File: config.mk
export PLATFORM = sky130hd
export DESIGN_NAME = branch_flag_unit_flat
export DESIGN_NICKNAME = d
export VERILOG_FILES = /design/src/rtl/branch_flag_unit_pkg.sv /design/src/rtl/branch_flag_unit_if.sv /design/src/rtl/branch_flag_unit_ccr_mask_decode.sv /design/src/rtl/branch_flag_unit.sv /design/src/flat_wrapper.sv
export SDC_FILE = /design/constraint.sdc
export NUM_CORES = 1
export LEC_CHECK = 0
export CAP_MARGIN = 20
export CORE_MARGIN = 4
export CORE_UTILIZATION = 40
export CTS_BUF_LIST = sky130_fd_sc_hd__clkbuf_16
export CTS_CLUSTER_DIAMETER = 200
export CTS_CLUSTER_SIZE = 28
export DETAILED_ROUTE_END_ITERATION = 10
export MAX_ROUTING_LAYER = met4
export PLACE_DENSITY = 0.75
export SKIP_LAST_GASP = 1
export SLEW_MARGIN = 20
export SYNTH_ARGS = -nofsm -noshare
export SYNTH_HDL_FRONTEND = slang
export SYNTH_HIERARCHICAL = 1
export SYNTH_SLANG_ARGS = --single-unit
File: constraint.sdc
create_clock -name clk -period 4.38 [get_ports clk]
set_clock_uncertainty 0.2 [all_clocks]
set_input_delay 0.657 -clock clk [delete_from_list [all_inputs] [get_ports clk]]
set_output_delay 0.657 -clock clk [all_outputs]
set_load 0.005 [all_outputs]
File: src/rtl/branch_flag_unit_pkg.sv
// Shared definitions for the branch/flag stage: opcode numbers, CCR bit positions
// and the stage FSM state type.
package branch_flag_unit_pkg;

  localparam int unsigned OP_NOP  = 0;
  localparam int unsigned OP_SETC = 1;
  localparam int unsigned OP_CLRC = 2;
  localparam int unsigned OP_NOT  = 3;
  localparam int unsigned OP_INC  = 4;
  localparam int unsigned OP_DEC  = 5;
  localparam int unsigned OP_ADD  = 9;
  localparam int unsigned OP_SUB  = 10;
  localparam int unsigned OP_AND  = 11;
  localparam int unsigned OP_OR   = 12;
  localparam int unsigned OP_SHL  = 13;
  localparam int unsigned OP_SHR  = 14;
  localparam int unsigned OP_JZ   = 20;
  localparam int unsigned OP_JN   = 21;
  localparam int unsigned OP_JC   = 22;
  localparam int unsigned OP_JMP  = 23;
  localparam int unsigned OP_RETI = 26;

  localparam int FLAG_C = 0;
  localparam int FLAG_Z = 1;
  localparam int FLAG_N = 2;
  localparam int FLAG_V = 3;

  typedef enum logic [0:0] {
    ST_RUN   = 1'b0,
    ST_FLUSH = 1'b1
  } state_t;

endpackage

File: src/rtl/branch_flag_unit_if.sv
// Bus between the ALU output register and the branch/flag stage, plus the
// stage's redirect/flush/interrupt outputs and FSM state for observation.
import branch_flag_unit_pkg::*;

// op_valid has no ready partner: the stage accepts every valid op in the cycle it
// is presented unless stall_in is high; outputs are registered one cycle later.
interface branch_flag_unit_if #(
  parameter int DATA_W = 16,
  parameter int OP_W   = 5
);
  logic              stall_in;
  logic              op_valid;
  logic [OP_W-1:0]   op_in;
  logic [3:0]        flags_in;
  logic [DATA_W-1:0] target_in;
  logic              int_req;
  logic [3:0]        ccr;
  logic              take_branch;
  logic [DATA_W-1:0] branch_target;
  logic              flush;
  logic              int_ack;
  state_t            state_dbg;

  modport master (
    output stall_in, op_valid, op_in, flags_in, target_in, int_req,
    input  ccr, take_branch, branch_target, flush, int_ack, state_dbg
  );

  modport slave (
    input  stall_in, op_valid, op_in, flags_in, target_in, int_req,
    output ccr, take_branch, branch_target, flush, int_ack, state_dbg
  );
endinterface

File: src/rtl/branch_flag_unit_ccr_mask_decode.sv
// Opcode -> set of CCR bits the op is allowed to update. Pure combinational so the
// decode stage can reuse it for flag-hazard detection.
import branch_flag_unit_pkg::*;

module ccr_mask_decode #(
  parameter int OP_W = 5
) (
  input  logic [OP_W-1:0] op,
  output logic [3:0]      mask
);
  always_comb begin
    mask = 4'b0000;
    case (op)
      OP_W'(OP_SETC), OP_W'(OP_CLRC), OP_W'(OP_SHL), OP_W'(OP_SHR): begin
        mask[FLAG_C] = 1'b1;
      end
      OP_W'(OP_NOT), OP_W'(OP_INC), OP_W'(OP_DEC), OP_W'(OP_AND), OP_W'(OP_OR): begin
        mask[FLAG_Z] = 1'b1;
        mask[FLAG_N] = 1'b1;
      end
      OP_W'(OP_ADD): mask = 4'b1111;
      OP_W'(OP_SUB): begin
        mask[FLAG_Z] = 1'b1;
        mask[FLAG_N] = 1'b1;
        mask[FLAG_V] = 1'b1;
      end
      default: mask = 4'b0000;
    endcase
  end
endmodule

File: src/rtl/branch_flag_unit.sv
// Post-ALU stage: owns the CCR, resolves jumps against it, flushes wrong-path
// stages after a taken branch, and saves/restores CCR around interrupts.
import branch_flag_unit_pkg::*;

module branch_flag_unit #(
  parameter int DATA_W       = 16,
  parameter int OP_W         = 5,
  parameter int FLUSH_CYCLES = 2
) (
  input logic             clk,
  input logic             reset,
  branch_flag_unit_if.slave bus
);
  localparam int CNT_W = $clog2(FLUSH_CYCLES + 1);

  state_t            state_q, state_d;
  logic [CNT_W-1:0]  cnt_q, cnt_d;
  logic [3:0]        ccr_q, ccr_d, shadow_q, shadow_d, mask, test_bit;
  logic              shadow_valid_q, shadow_valid_d;
  logic              take_q, take_d, ack_q, ack_d, flush_q, flush_d;
  logic [DATA_W-1:0] tgt_q, tgt_d;
  logic              live, is_jump, cond_ok, taken, is_reti, accept;

  ccr_mask_decode #(.OP_W(OP_W)) u_mask (.op(bus.op_in), .mask(mask));

  // Ops arriving during FLUSH are wrong-path and have no effect.
  assign live    = bus.op_valid && (state_q == ST_RUN) && !bus.stall_in;
  assign is_reti = live && (bus.op_in == OP_W'(OP_RETI));

  always_comb begin
    test_bit = 4'b0000;
    is_jump  = 1'b0;
    case (bus.op_in)
      OP_W'(OP_JZ):  begin is_jump = 1'b1; test_bit[FLAG_Z] = 1'b1; end
      OP_W'(OP_JN):  begin is_jump = 1'b1; test_bit[FLAG_N] = 1'b1; end
      OP_W'(OP_JC):  begin is_jump = 1'b1; test_bit[FLAG_C] = 1'b1; end
      OP_W'(OP_JMP): is_jump = 1'b1;
      default:       is_jump = 1'b0;
    endcase
    cond_ok = (test_bit == 4'b0000) || ((ccr_q & test_bit) != 4'b0000);
  end

  assign taken  = live && is_jump && cond_ok;
  assign accept = (state_q == ST_RUN) && !bus.stall_in && !taken && !shadow_valid_q
                  && bus.int_req && !is_reti;

  // FSM state register
  always_ff @(posedge clk) begin
    if (reset) begin
      state_q <= ST_RUN;
      cnt_q   <= '0;
    end else if (!bus.stall_in) begin
      state_q <= state_d;
      cnt_q   <= cnt_d;
    end
  end

  // FSM next state
  always_comb begin
    state_d = state_q;
    cnt_d   = cnt_q;
    case (state_q)
      ST_RUN: begin
        if (taken) begin
          state_d = ST_FLUSH;
          cnt_d   = CNT_W'(FLUSH_CYCLES);
        end
      end
      ST_FLUSH: begin
        if (cnt_q != '0) cnt_d = cnt_q - CNT_W'(1);
        if (cnt_q <= CNT_W'(1)) state_d = ST_RUN;
      end
      default: state_d = ST_RUN;
    endcase
  end

  // Registered-output next values
  always_comb begin
    ccr_d          = ccr_q;
    shadow_d       = shadow_q;
    shadow_valid_d = shadow_valid_q;
    tgt_d          = tgt_q;
    take_d         = 1'b0;
    ack_d          = 1'b0;
    flush_d        = (state_d == ST_FLUSH);
    if (live) begin
      ccr_d = (ccr_q & ~mask) | (bus.flags_in & mask);
      if (taken) begin
        ccr_d  = ccr_d & ~test_bit;
        take_d = 1'b1;
        tgt_d  = bus.target_in;
      end
      if (is_reti && shadow_valid_q) begin
        ccr_d          = shadow_q;
        shadow_valid_d = 1'b0;
      end
    end
    // The saved copy includes this cycle's merge, so an op retiring alongside the ack is kept.
    if (accept) begin
      ack_d          = 1'b1;
      shadow_d       = ccr_d;
      shadow_valid_d = 1'b1;
    end
  end

  always_ff @(posedge clk) begin
    if (reset) begin
      ccr_q          <= 4'b0000;
      shadow_q       <= 4'b0000;
      shadow_valid_q <= 1'b0;
      tgt_q          <= '0;
      take_q         <= 1'b0;
      ack_q          <= 1'b0;
      flush_q        <= 1'b0;
    end else if (bus.stall_in) begin
      take_q <= 1'b0;
      ack_q  <= 1'b0;
    end else begin
      ccr_q          <= ccr_d;
      shadow_q       <= shadow_d;
      shadow_valid_q <= shadow_valid_d;
      tgt_q          <= tgt_d;
      take_q         <= take_d;
      ack_q          <= ack_d;
      flush_q        <= flush_d;
    end
  end

  assign bus.ccr           = ccr_q;
  assign bus.take_branch   = take_q;
  assign bus.branch_target = tgt_q;
  assign bus.flush         = flush_q;
  assign bus.int_ack       = ack_q;
  assign bus.state_dbg     = state_q;
endmodule
File: src/flat_wrapper.sv
// flat-port wrapper written by rule: the top's interface ports become plain ports
module branch_flag_unit_flat 
#(
  parameter int DATA_W       = 16,
  parameter int OP_W         = 5,
  parameter int FLUSH_CYCLES = 2
)
  (clk, reset, bus_stall_in, bus_op_valid, bus_op_in, bus_flags_in, bus_target_in, bus_int_req, bus_ccr, bus_take_branch, bus_branch_target, bus_flush, bus_int_ack, bus_state_dbg);
  branch_flag_unit_if #(.DATA_W(DATA_W), .OP_W(OP_W)) bus_i ();
  input logic clk;
  input logic reset;
  input wire logic [$bits(bus_i.stall_in)-1:0] bus_stall_in;
  input wire logic [$bits(bus_i.op_valid)-1:0] bus_op_valid;
  input wire logic [$bits(bus_i.op_in)-1:0] bus_op_in;
  input wire logic [$bits(bus_i.flags_in)-1:0] bus_flags_in;
  input wire logic [$bits(bus_i.target_in)-1:0] bus_target_in;
  input wire logic [$bits(bus_i.int_req)-1:0] bus_int_req;
  output wire logic [$bits(bus_i.ccr)-1:0] bus_ccr;
  output wire logic [$bits(bus_i.take_branch)-1:0] bus_take_branch;
  output wire logic [$bits(bus_i.branch_target)-1:0] bus_branch_target;
  output wire logic [$bits(bus_i.flush)-1:0] bus_flush;
  output wire logic [$bits(bus_i.int_ack)-1:0] bus_int_ack;
  output wire logic [$bits(bus_i.state_dbg)-1:0] bus_state_dbg;
  assign bus_i.stall_in = bus_stall_in;
  assign bus_i.op_valid = bus_op_valid;
  assign bus_i.op_in = bus_op_in;
  assign bus_i.flags_in = bus_flags_in;
  assign bus_i.target_in = bus_target_in;
  assign bus_i.int_req = bus_int_req;
  assign bus_ccr = bus_i.ccr;
  assign bus_take_branch = bus_i.take_branch;
  assign bus_branch_target = bus_i.branch_target;
  assign bus_flush = bus_i.flush;
  assign bus_int_ack = bus_i.int_ack;
  assign bus_state_dbg = bus_i.state_dbg;
  branch_flag_unit #(.DATA_W(DATA_W), .OP_W(OP_W), .FLUSH_CYCLES(FLUSH_CYCLES)) u_core (.clk(clk), .reset(reset), .bus(bus_i));
endmodule
### Word-level counts from Yosys, hierarchy flattened

Cells that the tools add are included.
W data, S select, Z words.

| storage, ports and cells | value |
|---|---|
| flip-flop bits (word level) | 30 |
| logic and storage cells | 89 |

| operators by class | value |
|---|---|
| add/subtract/negate cells | 1 |
| $lt $le $gt $ge | 1 |
| equality and inequality tests | 18 |
| multiplexer cells | 20 |
| bitwise gates (word level) | 10 |
| reductions and logical operators | 31 |

Operator list:

| cell | number |
|---|---|
| $eq A5 B4 Y1 const B | 6 |
| $eq A5 B5 Y1 const B | 5 |
| $and A4 B4 Y4 | 3 |
| $mux W1 | 12 |
| $mux W4 | 3 |
| $logic_and A1 B1 Y1 | 11 |
| $eq A5 B2 Y1 const B | 2 |
| $eq A5 B3 Y1 const B | 2 |
| $reduce_and A3 Y1 | 3 |
| $reduce_or A7 Y1 | 1 |
| $mux W2 | 3 |
| $reduce_bool A2 Y1 | 3 |
| $eq A5 B1 Y1 const B | 1 |
| $reduce_or A5 Y1 | 1 |
| $and A4 B3 Y4 | 1 |
| $logic_not A1 Y1 | 4 |
| $not A3 Y4 | 1 |
| $not A4 Y4 | 1 |
| $or A4 B4 Y4 | 1 |
| $pmux W2 S2 | 1 |
| $reduce_bool A4 Y1 | 1 |
| $reduce_or A2 Y1 | 2 |
| $reduce_or A4 Y1 | 1 |
| $logic_not A3 Y1 | 1 |
| other kinds (9) | 11 |

### Depth between registers and ports, before layout

| depth | value |
|---|---|
| word-level depth | 13 |
| depth in mapped cells | 8 |

### By module

Netlist, hierarchy kept.

Modules (own cells, without submodules):

| module | instances | cells each | area an instance (um^2) | seq. area each (um^2) |
|---|---|---|---|---|
| branch_flag_unit | 1 | 168 | 1428.9 | 600.6 |
| ccr_mask_decode | 1 | 13 | 76.3 | 0.0 |

### Worst setup path after synthesis

No wires, ideal clock.

| timing | value |
|---|---|
| path kind | input to register |
| from | input bus_op_in[1] |
| to | register u_core.shadow_q[2] |
| setup time | 136 ps |
| data arrival time | 2004 ps |
| data required time | 4044 ps |
| path slack | 2040 ps |
| cell stages on the path | 8 |
| buffers on the path | 1 |
| cells stage by stage | a21oi_1 -> or3_1 -> a21oi_1 -> buf_4 -> mux2i_1 -> a31oi_1 -> a211oi_1 -> o221ai_1 |

RTL lines:

| item | line | source |
|---|---|---|
| start: declaration | flat_wrapper.sv:14 | `input wire logic [$bits(bus_i.op_in)-1:0] bus_op_in;` |
| $eq A5 B4 Y1, or another cell as far along | branch_flag_unit_ccr_mask_decode.sv:13 | `case (op)` |
| $reduce_or A7 Y1 (no source line) * | - |  |
| $mux W2 * | branch_flag_unit_ccr_mask_decode.sv:13 |  |
| named net u_core.mask[2] | branch_flag_unit.sv:18 | `logic [3:0] ccr_q, ccr_d, shadow_q, shadow_d, mask, test_bit;` |
| $not A4 Y4 | branch_flag_unit.sv:87 | `ccr_d = (ccr_q & ~mask) \| (bus.flags_in & mask);` |
| $and A4 B4 Y4 | branch_flag_unit.sv:87 |  |
| $or A4 B4 Y4 * | branch_flag_unit.sv:87 |  |
| $and A4 B4 Y4 | branch_flag_unit.sv:89 | `ccr_d = ccr_d & ~test_bit;` |
| $mux W4 * | branch_flag_unit.sv:88 | `if (taken) begin` |
| $mux W4 * | branch_flag_unit.sv:93 | `if (is_reti && shadow_valid_q) begin` |
| $mux W4 * | branch_flag_unit.sv:86 | `if (live) begin` |
| end signal: assignment | branch_flag_unit.sv:120 | `shadow_q <= shadow_d;` |
| end: declaration | branch_flag_unit.sv:18 |  |

Mark *: on every way through the listed nets, which the timed path passes. The rest lies on a longest branch.
A chain may end at the register's enable or synchronous reset.

### Worst setup path in the final report

| timing | value |
|---|---|
| from | input bus_op_in[1] |
| to | register u_core.shadow_q[0] |

RTL lines:

| item | line |
|---|---|
| $eq A5 B4 Y1, or another cell as far along | branch_flag_unit_ccr_mask_decode.sv:13 |
| $reduce_or A5 Y1 (no source line) * | - |
| $mux W1 * | branch_flag_unit_ccr_mask_decode.sv:13 |
| named net u_core.mask[0] | branch_flag_unit.sv:18 |
| $not A4 Y4 | branch_flag_unit.sv:87 |
| $and A4 B4 Y4 | branch_flag_unit.sv:87 |
| $or A4 B4 Y4 * | branch_flag_unit.sv:87 |
| $and A4 B4 Y4 | branch_flag_unit.sv:89 |
| $mux W4 * | branch_flag_unit.sv:88 |
| $mux W4 * | branch_flag_unit.sv:93 |
| $mux W4 * | branch_flag_unit.sv:86 |

Marked as above.

==> results.yml <==
run_status:
  status: "finished, final reports clean"
finish:
  fin_nets: 263
  seq_area_um2: 600.6
  multiInputGateArea_um2: 833.3
  area_growth_pct: 45.55
  fillers: 342
  drive_gt1_share_pct: 5.195
  antenna_cells: 0
  layoutNonFillerInstCount: 279
timing:
  period_needed_ns: 2.937
  final_max_slew_viol_count: 0
  tns_ns: 0
  hold_viol: 0
  setup_viol: 0
  relSlewSlack_pct: 32.20
  setup_slack_ns: 1.443
  post-route-period-util_pct: 67.06
  worst_slew_pin_slew_ns: 1.014
  fmax_mhz: 340.5
  rsz0062_at_grt: "no"
detailed_routing:
  via_per_inst: 5.366
  drt_iter0_drc: 99
  drc: 0
  wl_mm: 3.874
  drtAntennaViolNets: 0
  vias: 1497
  post_drt_wl_per_cell_um: 13.89
  firstDrtPassIters: 4
clocking:
  clock_latency_ns: 0.27
  ctsHoldBuffers: 0
  cts_max_path_buffers: 2
  cts_resized: 0
  cts_root_buf: "clkbuf_16"
  cts.sinks: 30
  clk_pin_slew_worst_paths_ns: 0.05
  post_cts_buffers: 0
  htreeDepth: 2
  cts_tree: "built"
  cts-buffers-inserted: 5
setup_path:
  crit_fanout: 12
  cp.arrival_ns: 2.87
  crit_path_end_kind: "flip-flop"
  worstSetupPathType: "in2reg"
  cp.required_ns: 4.31
  critPathLaunchType: "input pin"
  cp-startpoint: "bus_op_in[1]"
  reg2reg_from: "u_core/bus.flush"
yosys:
  synth-simple-area-share_pct: 25.10
  synth-async-reset-ratio_pct: 0
  synth_xor_area_share_pct: 0.5819
  synth_compound_area_share_pct: 25.27
  synth_top_family_by_area: "compound AO/OA/AOI/OAI gates"
  synthCells: 181
  yosysWarningCount: 6
  yosysMostFrequentCell: "dfxtp_1"
  synthAdderAreaFrac_pct: 1.663
  synth-seq-area-share_pct: 39.90
  syn-num-nets: 213
  synthMuxAreaShare_pct: 2.743
  synth_common_cells: "dfxtp_1 (30), a21oi_1 (25), nand3_1 (18), o21ai_0 (18), clkbuf_1 (8)"
  synthTopCellsByArea: "dfxtp_1 (40%), a21oi_1 (8.3%), nand3_1 (6.0%)"
  synth_seq_cells: 30
  yosysTopAreaCell: "dfxtp_1"
  synth_ff_type: "dfxtp_1"
  yosysUniqueCellTypes: 40
  synth_top_area_share_pct: 39.90
  syn_avg_cell_area_um2: 8.316
  synth_edf_count: 0
  syn-cell-area_mm2: 0.001505
worst_hold_path:
  holdCritStartpoint: "u_core/bus.branch_target[11]"
  hold_class: "reg2reg"
run:
  cap_violations: 0
floorplanning:
  die_h_um: 69.35
  die_x_um: 69.35
  pin_count: 54
  fp-row-count: 22
  initial_core_util_pct: 41.11
  dieArea_mm2: 0.004809
  coreArea_mm2: 0.003661
grt:
  grt_overflow: 0
  grt_max_degree: 31
  grt_use_total_pct: 16.86
  grt_pass1_vias: 1367
  grt_pass1_wl_mm: 6.458
  antenna_found_initial: 0
placed_design:
  dp_hpwl_mm: 2.710
  gp_congestion: 0.9046
  dp.cells: 272
  port_buffers: 53
  dpl_worst_slack_ns: 1.175
power:
  pwr_density_cell_mw_per_mm2: 300.9
  irDropWorstVdd_v: 0.0002383
  p_total_w: 0.0006591
  power.leakage_nw: 0.7568
[where the power goes]
part	leakage [nW]	internal [W]	total [W]	switching, W
clock network	0.0723	0.000201	0.000302	0.000101
logic	0.442	0.0000410	0.0000771	0.0000361
registers	0.242	0.000277	0.000280	0.00000223
[logic make-up (layout without fill, tap and decap cells)]
kind of cell | after synthesis | count (layout)
buf+inv | 16 | 66
xor+xnor | 1 | 1
mux | 4 | 4
fa+ha+maj | 2 | 2
flops | 30 | 30
simple gates | 64 | 64
compound gates | 64 | 64
[layout by cell type (no fill, tap or decap), drive strengths merged, types with 4 or more instances in the layout]
cell | netlist | final
clkbuf | 9 | 5
inv | 3 | 5
nand2b | 6 | 6
clkdlybuf4s50 | 0 | 53
and4 | 4 | 4
nand2 | 7 | 7
a211oi | 5 | 5
nor2 | 7 | 7
dfxtp | 30 | 30
and2 | 5 | 5
a21oi | 25 | 25
o21ai | 18 | 18
nand3 | 18 | 18
[path summary, 6_finish.rpt]
check | endpoint | slack, ns | cells past startpoint
max reg2reg | u_core/shadow_q[0] | 2.24 | 6
min reg2reg | u_core/bus.branch_target[11] | 0.27 | 2
min | u_core/bus.branch_target[11] | 0.27 | 2
max | u_core/shadow_q[0] | 1.44 | 7
[state kept, by name, summed over array words and instances (netlist names)]
signal / count
u_core/bus.flush: 1
u_core/shadow_valid_q: 1
u_core/bus.branch_target: 16
u_core/shadow_q: 4
u_core/bus.int_ack: 1
u_core/bus.ccr: 4
u_core/cnt_q: 2
u_core/bus.take_branch: 1
[per-layer routing]
| layer | track usage [%] | wire length (um) | vias to the layer above |
|---|---|---|---|
| met5 | - | 0 | - |
| met2 | 25.85 | 1831 | 51 |
| met4 | 6.508 | 34 | 0 |
| met1 | 21.42 | 1791 | 676 |
| met3 | 4.058 | 217 | 2 |
| li1 | - | - | 768 |
[critical path, stage by stage]
cell,delay (ns)
clkdlybuf4s50_1,0.69
a21oi_1,0.11
a2111oi_0,0.54
mux2i_1,0.24
a31oi_1,0.06
a211oi_1,0.39
o221ai_1,0.18
[metrics by stage]
| stage | instance area (um2) | utilization (%) | hold slack (ns) |
|---|---|---|---|
| after floorplan | 1505 | - | 0.2407 |
| final | 2191 | 59.84 | 0.2698 |
| after global routing | 2191 | 59.84 | 0.2875 |
| after detailed placement | 2058 | 56.22 | 0.2670 |
| after CTS | 2191 | 59.84 | 0.2735 |
| after global placement | 2058 | 56.22 | 0.2599 |
[cell type report]
type                    instances  share of cell area (%)
clock buffers                   5                   5.711
repair buffers                 56                   25.24
flip-flops and latches         30                   27.41
clock inverters                 2                  0.3427
inverters                       3                  0.5140
well taps                      48                   2.741
multi-input cells             135                   38.04
No activity file was read; power rests on OpenSTA's default activity.
